File: config.mk
export PLATFORM = sky130hd
export DESIGN_NAME = bank_stream_reader
export DESIGN_NICKNAME = d
export VERILOG_FILES = /design/src/rtl/ntt_bank_pkg.sv /design/src/rtl/bank_skid_fifo.sv /design/src/rtl/bank_stream_reader.sv
export SDC_FILE = /design/constraint.sdc
export NUM_CORES = 1
export LEC_CHECK = 0
export BUFFER_PORTS_ARGS = -buffer_cell sky130_fd_sc_hd__buf_2
export CELL_PAD_IN_SITES_DETAIL_PLACEMENT = 1
export CELL_PAD_IN_SITES_GLOBAL_PLACEMENT = 2
export CORE_MARGIN = 10
export CORE_UTILIZATION = 37
export DETAILED_ROUTE_END_ITERATION = 6
export HOLD_SLACK_MARGIN = 0.12
export PLACE_DENSITY_LB_ADDON = 0.1
export RECOVER_POWER = 50
export SYNTH_ARGS = -nofsm -noshare
export SYNTH_HDL_FRONTEND = slang
export SYNTH_SLANG_ARGS = --single-unit
File: constraint.sdc
create_clock -name clk -period 4.3 [get_ports clk]
set_input_delay 0.215 -clock clk [delete_from_list [all_inputs] [get_ports clk]]
set_output_delay 0.215 -clock clk [all_outputs]
set_load 0.05 [all_outputs]
File: src/rtl/ntt_bank_pkg.sv
// Shared constants and types for the NTT bank read path.
// Optional BANK_READ_PERF_EN adds a stall counter on the reader.
package ntt_bank_pkg;

  localparam int ADDR_W = 7;
  localparam int DATA_W = 12;
  localparam int DEPTH  = 2 ** ADDR_W;
  localparam int CNT_W  = ADDR_W + 1;

  typedef logic [ADDR_W-1:0] addr_t;
  typedef logic [CNT_W-1:0]  cnt_t;
  typedef logic [DATA_W-1:0] data_t;

  typedef enum logic [1:0] {
    IDLE,
    RUN,
    DRAIN
  } state_t;

  typedef struct packed {
    addr_t base;
    addr_t stride;
    cnt_t  count;
  } cmd_t;

endpackage

File: src/rtl/bank_skid_fifo.sv
// Two-entry synchronous FIFO that absorbs the bank read latency
// so the reader can keep issuing under backpressure.
module bank_skid_fifo
  import ntt_bank_pkg::*;
(
  input  logic              clk,
  input  logic              rst,
  input  logic              push,
  input  logic              pop,
  input  logic [DATA_W-1:0] din,
  output logic [DATA_W-1:0] dout,
  output logic              full,
  output logic              empty,
  output logic [1:0]        cnt
);

  data_t mem [2];
  logic  wp;
  logic  rp;
  logic  do_push;
  logic  do_pop;

  assign do_push = push && !full;
  assign do_pop  = pop && !empty;
  assign full    = (cnt == 2'd2);
  assign empty   = (cnt == 2'd0);
  assign dout    = mem[rp];

  always_ff @(posedge clk) begin
    if (rst) begin
      mem[0] <= '0;
      mem[1] <= '0;
      wp     <= 1'b0;
      rp     <= 1'b0;
      cnt    <= 2'd0;
    end else begin
      if (do_push) begin
        mem[wp] <= din;
        wp      <= ~wp;
      end
      if (do_pop) rp <= ~rp;
      unique case ({do_push, do_pop})
        2'b10:   cnt <= cnt + 2'd1;
        2'b01:   cnt <= cnt - 2'd1;
        default: cnt <= cnt;
      endcase
    end
  end

endmodule

File: src/rtl/bank_stream_reader.sv
// Strided read master for one 128x12 NTT bank feeding a valid/ready stream.
// Define BANK_READ_PERF_EN to add the stall_cycles output.
module bank_stream_reader
  import ntt_bank_pkg::*;
(
  input  logic              clk,
  input  logic              rst,
  input  logic              start,
  input  logic [ADDR_W-1:0] base_addr,
  input  logic [ADDR_W-1:0] stride,
  input  logic [ADDR_W:0]   count,
  output logic              busy,
  output logic              done,
  output logic [ADDR_W-1:0] mem_a2,
  output logic              mem_iren,
  output logic              mem_ien,
  input  logic [DATA_W-1:0] mem_q,
  output logic [DATA_W-1:0] out_data,
  output logic              out_valid,
  input  logic              out_ready
`ifdef BANK_READ_PERF_EN
  ,
  output logic [15:0]       stall_cycles
`endif
);

  state_t     state;
  cmd_t       cmd;
  addr_t      addr;
  addr_t      a2_hold;
  cnt_t       issued;
  logic       inflight;
  logic       pop;
  logic       fifo_empty;
  logic       fifo_full;
  logic [1:0] fifo_cnt;
  logic [2:0] occ;
  logic       room;

  assign pop       = out_valid & out_ready;
  assign out_valid = ~fifo_empty;
  assign occ       = {1'b0, fifo_cnt} + {2'b00, inflight};
  // A same-cycle pop frees a slot for the read being issued now.
  assign room      = (occ < 3'd2) || (pop && (occ < 3'd3));

  assign mem_iren = (state == RUN) && (issued < cmd.count)
                    && room && !(fifo_full && !pop);
  assign mem_ien  = mem_iren;
  assign mem_a2   = mem_iren ? addr : a2_hold;

  always_ff @(posedge clk) begin
    if (rst) begin
      state    <= IDLE;
      cmd      <= '0;
      addr     <= '0;
      a2_hold  <= '0;
      issued   <= '0;
      inflight <= 1'b0;
      busy     <= 1'b0;
      done     <= 1'b0;
    end else begin
      done     <= 1'b0;
      inflight <= mem_iren;
      if (mem_iren) begin
        a2_hold <= addr;
        addr    <= addr + cmd.stride;
        issued  <= issued + 1'b1;
      end
      unique case (state)
        IDLE: begin
          if (start) begin
            if (count == '0) begin
              done <= 1'b1;
            end else begin
              cmd    <= '{base_addr, stride, count};
              addr   <= base_addr;
              issued <= '0;
              busy   <= 1'b1;
              state  <= RUN;
            end
          end
        end
        RUN: begin
          if (mem_iren && (issued + 1'b1 == cmd.count))
            state <= DRAIN;
        end
        DRAIN: begin
          if (!inflight && ((fifo_cnt == 2'd0) ||
              ((fifo_cnt == 2'd1) && pop))) begin
            done  <= 1'b1;
            busy  <= 1'b0;
            state <= IDLE;
          end
        end
        default: state <= IDLE;
      endcase
    end
  end

  bank_skid_fifo u_fifo (
    .clk   (clk),
    .rst   (rst),
    .push  (inflight),
    .pop   (pop),
    .din   (mem_q),
    .dout  (out_data),
    .full  (fifo_full),
    .empty (fifo_empty),
    .cnt   (fifo_cnt)
  );

`ifdef BANK_READ_PERF_EN
  always_ff @(posedge clk) begin
    if (rst) begin
      stall_cycles <= '0;
    end else if ((state == IDLE) && start) begin
      stall_cycles <= '0;
    end else if (out_valid && !out_ready &&
                 (stall_cycles != 16'hFFFF)) begin
      stall_cycles <= stall_cycles + 16'd1;
    end
  end
`endif

endmodule
# After elaboration in Yosys (flattened, before gate mapping)
# Memory sizes are Yosys's and may differ from the RTL's. A register that Yosys moved wholly into a read port is not among the register bits.
# Cells that the tools add are included.
[op_classes]
addsub = 5
magnitude_cmp = 3
eq_ne = 11
mux = 33
n_bitwise = 5
n_reduce_logical = 26
[op_table]
columns = ["cell", "count"]
rows = [
  ["7-bit 2-to-1 mux", 5],
  ["8-bit 2-to-1 mux", 4],
  ["1-bit 2-to-1 mux", 15],
  ["12-bit 2-to-1 mux", 1],
  ["12-bit OR reduction", 1],
  ["1-bit logical AND", 10],
  ["8-bit by 1-bit adder with 8-bit output (second input constant)", 1],
  ["8-bit == test", 1],
  ["8-bit zero test", 1],
  ["8-bit less-than comparator", 1],
  ["2-bit 2-to-1 mux", 4],
  ["4-bit AND reduction", 2],
  ["7-bit adder", 1],
  ["2-bit by 1-bit == test with 1-bit output (second input constant)", 3],
  ["2-bit == test (second input constant)", 3],
  ["3-bit by 2-bit less-than comparator with 1-bit output (second input constant)", 2],
  ["2-bit != test (second input constant)", 3],
  ["2-bit case mux with 3 select lines", 1],
  ["1-bit zero test", 5],
  ["2-bit zero test", 2],
  ["1-bit NOT", 4],
  ["1-bit case mux with 2 select lines", 2],
  ["2-bit case mux with 2 select lines", 1],
  ["2-bit nonzero test", 2],
  ["7 further kinds", 8],
]
[word_totals]
register_bits = 46
ram_bits = 24
in_bits = 38
mem_count = 1
[memory_table]
columns = ["memory", "depth", "width", "read_ports", "rd_clocked_by_memory_dff", "write_ports", "line", "text"]
rows = [
  ["u_fifo.mem", 2, 12, 1, 1, 2, "bank_skid_fifo.sv:17", "data_t mem [2];"],
]

# Logic depth before layout (Yosys ltp)
[depth]
depth_word = 11
depth_mapped = 9

# Hierarchy
# From an unflattened synthesis, not the netlist that was laid out.
[hier_totals]
cells_unflattened = 383
hier_area_um2 = 3682.3
[modules_own_cells]
columns = ["module", "n_inst", "cells_each", "area_per_inst_um2", "seq_area_each_um2"]
rows = [
  ["bank_stream_reader", 1, 279, 2396.0, 840.8],
  ["bank_skid_fifo", 1, 104, 1286.2, 820.8],
]

# Worst setup path after synthesis
# No wires, ideal clock.
[synth_timing]
path_type = "reg-to-output"
start = "register issued[5]"
end = "output mem_a2[0]"
t_arrival_ns = 2.117
t_required_ns = 4.085
path_slack_ns = 1.968
stages_incl_launch_ff = 7
n_path_buf = 1
path_cell_list = "dfxtp_1 > ha_1 > a211o_1 > o2111ai_1 > clkbuf_1 > nand3_1 > nand2_1"
[synth_between]
elab_chain_cells = 5
[synth_rtl]
columns = ["element", "line", "text"]
rows = [
  ["start: declaration", "bank_stream_reader.sv:31", "cnt_t issued;"],
  ["start signal: assignment", "bank_stream_reader.sv:67", "issued <= issued + 1'b1;"],
  ["8-bit less-than comparator", "bank_stream_reader.sv:46", "assign mem_iren = (state == RUN) && (issued < cmd.count)"],
  ["1-bit logical AND", "bank_stream_reader.sv:46", ""],
  ["1-bit logical AND (2 in series)", "bank_stream_reader.sv:47", "&& room && !(fifo_full && !pop);"],
  ["7-bit 2-to-1 mux", "n/a", ""],
  ["end: declaration", "bank_stream_reader.sv:14", "output logic [ADDR_W-1:0] mem_a2,"],
]
# Every way passes these cells.

# Worst setup path in the final report
[layout_timing]
start = "register u_fifo.cnt[0]"
end = "output mem_a2[1]"
[layout_between]
elab_chain_cells = 8
word_cells_on_any_way = 15
cone_classes = "add/sub: 1; order compare: 2; eq/ne: 1; mux: 1; bitwise: 2; reduce/logical: 8"
[layout_rtl]
columns = ["element", "line", "text"]
rows = [
  ["start: declaration", "bank_skid_fifo.sv:14", "output logic [1:0] cnt"],
  ["start signal: assignment", "bank_skid_fifo.sv:43", "2'b10: cnt <= cnt + 2'd1;"],
  ["start signal: assignment", "bank_skid_fifo.sv:44", "2'b01: cnt <= cnt - 2'd1;"],
  ["start signal: assignment", "bank_skid_fifo.sv:45", "default: cnt <= cnt;"],
  ["branches (longest 6 deep; another with 2-bit by 1-bit adder with 3-bit output)", "n/a", ""],
  ["1-bit logical AND *", "bank_stream_reader.sv:47", ""],
  ["7-bit 2-to-1 mux *", "n/a", ""],
]
# Mark *: on every way between the ends.

==> qor.yml <==
run_status:
  outcome: "finished, final reports clean"
floorplanning:
  io_pins: 62
  dieWidth_um: 121
  die_h_um: 121
  rows: 36
  dieArea_um2: 14600
  coreArea_um2: 9820
  start_util_pct: 38.3
finish:
  final_area_um2: 4500
  final_cell_mix: "dfxtp_1 (47), buf_2 (45), nand2_1 (40)"
  post-route-util_pct: 45.8
  final_common_cell: "dfxtp_1"
  fillers: 1208
  antennaDiodeCount: 0
  seq_area_um2: 1660
  finalNetCount: 531
  area_growth_pct: 19.7
  drive_gt1_share_pct: 17.7
  stdcell_count: 608
  multi_input_area_um2: 1910
setup_path:
  cp-start-kind: "flip-flop"
  crit_family: "compound AO/OA/AOI/OAI gates"
  cpMaxStageDelayCell: "o21a_1"
  rrSetupSlack_ns: 1.61
  critical_path_required_ns: 4.09
  r2r_start: "u_fifo.cnt[0]"
  crit_fanout: 16
  path_class: "reg -> out"
  path_buf_inv: 2
  worstRegToRegCells: 6
  path_cells: "inv_1 > ha_1 > nand2b_1 > a211oi_1 > o21a_1 > nand3_1 > nand2_1 > buf_2"
  arrival_ns: 2.65
  worstReg2RegEnd: "u_fifo.mem[1][0]"
  cp_slowest_stage_delay_ns: 0.55
  end_kind: "primary output"
routing:
  wirelength_um: 10100
  drt_iter0_markers: 139
  ant_nets: 0
  wire_per_inst_um: 16.6
  drc: 0
  dr.pass1.iters: 4
  num_vias: 3151
  routed_via_density: 5.18
worst_hold_path:
  hold_end: "cmd[7]"
  hold_depth: 3
  hold_class: "in -> reg"
  worstHoldStart: "count[7]"
placement:
  port_buffers: 61
  placed_area_um2: 4180
  gp_congestion: 0.728
  dp.cells: 580
  dp_slack_ns: 1.77
  hpwl_um: 7300
synth:
  yosysTopAreaCell: "dfxtp_1"
  synth_edf_count: 24
  synth_area_leaders: "dfxtp_1 (25%), edfxtp_1 (19%), ha_1 (7.3%)"
  synth_top_area_share_pct: 25.0
  synth_area_um2: 3760
  yosysUniqueCellTypes: 57
  synth-seq-cells: 71
  ys_warn_count: 0
  synthArstFlopShare_pct: 0
  ys_seq_area_share_pct: 44.2
  syn_nets: 464
  ys.flop_type: "dfxtp_1"
  syn-instance-count: 403
  syn_avg_cell_area_um2: 9.32
global_route:
  grt_pass1_wl_um: 16600
  grt_pass1_vias: 3281
  antenna_found_initial: 0
  groute.usage.overall_pct: 13.9
  grt_max_degree: 45
  gr-total-overflow: 0
clock_network:
  cts-root-buf: "clkbuf_8"
  cts_tree: "done"
  clk_path_buf_depth: 2
  cts_setup_buffers: 0
  clk_pin_slew_ns: 0.09
  clock_sinks: 71
  insertion_delay_ns: 0.34
  cts_resized: 0
  htreeDepth: 3
  numCtsBuffers: 9
timing:
  hold_violations: 0
  tns_ns: 0
  slew_viol_final: 0
  rsz0062_at_grt: "no"
  fmax_mhz: 349
  fin_crit_ns: 2.87
  slew_headroom_pct: 23.4
  worstMarginPinSlew_ns: 1.15
  setup_slack_ns: 1.43
  hold_slack_ns: 0.133
  setup_violations: 0
  fin_crit_sh_pct: 66.7
  fin_worst_skew_ns: 0.0107
power_and_ir_drop:
  ir_drop_mv: 0.198
  power.total_mw: 2.06
  leakage_nw: 1.82
  power.density_nw_per_um2: 459
run:
  cap_viol_max_count: 0
per-layer routing:
| metal | global-route usage (%) | share of wire, % |
|---|---|---|
| met5 | 0 | 0 |
| met4 | 4.07 | 0.96 |
| met3 | 3.30 | 3.6 |
| met2 | 23.7 | 49 |
| met1 | 17.0 | 47 |
worst min-delay path, stage by stage:
cell	delay, ns
buf_2	0.11
nand2_1	0.05
a21oi_1	0.05
timing repair:
item                                    CTS  global route
endpoints found under the hold margin    12             0
hold buffers                             12             0
endpoints found under the setup margin    0             0
registers in the layout, summed over array words and instances, names as in the netlist, named ones only:
| register | cells |
|---|---|
| a2_hold | 7 |
| busy | 1 |
| u_fifo.cnt | 2 |
| inflight | 1 |
| done | 1 |
| addr | 7 |
| u_fifo.mem | 24 |
| u_fifo.rp | 1 |
| issued | 8 |
| state | 2 |
| cmd | 15 |
| u_fifo.wp | 1 |
synthesized netlist by cell type (2+ instances only):
library cell   n
a22oi_1        2
edfxtp_1      24
a31oi_1        2
inv_1         21
or4_1          8
a311oi_1       5
xnor2_1        7
nand3b_1       2
nor4_1         2
nand3_1       17
a21oi_1       37
mux2_2        12
and2_1        24
buf_4          2
a21boi_1       2
clkbuf_1      20
xor2_1         7
nor2_1        18
nand4_1        2
o31ai_1        8
nor3b_1        4
ha_1          22
dfxtp_1       47
nand2b_1       6
a211oi_1       5
nor3_1         5
o21ai_0       20
a21o_1         3
nand2_1       40
o2111ai_1      2
logic make-up after synthesis:
logic type | Yosys count | share of synthesized area [%]
simple gates | 140 | 19.8
compound gates | 98 | 16.4
flops | 71 | 44.2
buf+inv | 45 | 4.89
fa+ha+maj | 23 | 7.86
xor+xnor | 14 | 3.26
mux | 12 | 3.60
final cells by class:
class | count | area share, %
timing repair buffer | 80 | 10.0
sequential | 71 | 36.9
clock inverter | 7 | 2.34
clock buffer | 9 | 2.75
inverter | 21 | 1.75
tap | 133 | 3.70
multi-input combinational | 287 | 42.5
worst max path at each step:
stage,startpoint,to,slack [ns],cells past startpoint
after floorplan,issued[5],mem_a2[0],1.97,6
after global placement,count[4],addr[5],1.82,7
after detailed placement,u_fifo.cnt[0],mem_ien,1.77,8
after CTS,u_fifo.cnt[0],mem_ien,1.37,8
after global routing,u_fifo.cnt[0],mem_ien,1.10,8
final,u_fifo.cnt[0],mem_a2[1],1.43,8
where the power goes:
part	switching, mW	total (mW)	leakage, nW	internal (mW)
clock	0.280	0.615	0.112	0.335
sequential	0.0549	0.805	0.632	0.751
combinational	0.443	0.644	1.08	0.201
total	0.779	2.06	1.82	1.29
Power figures use the tool's default switching activity.
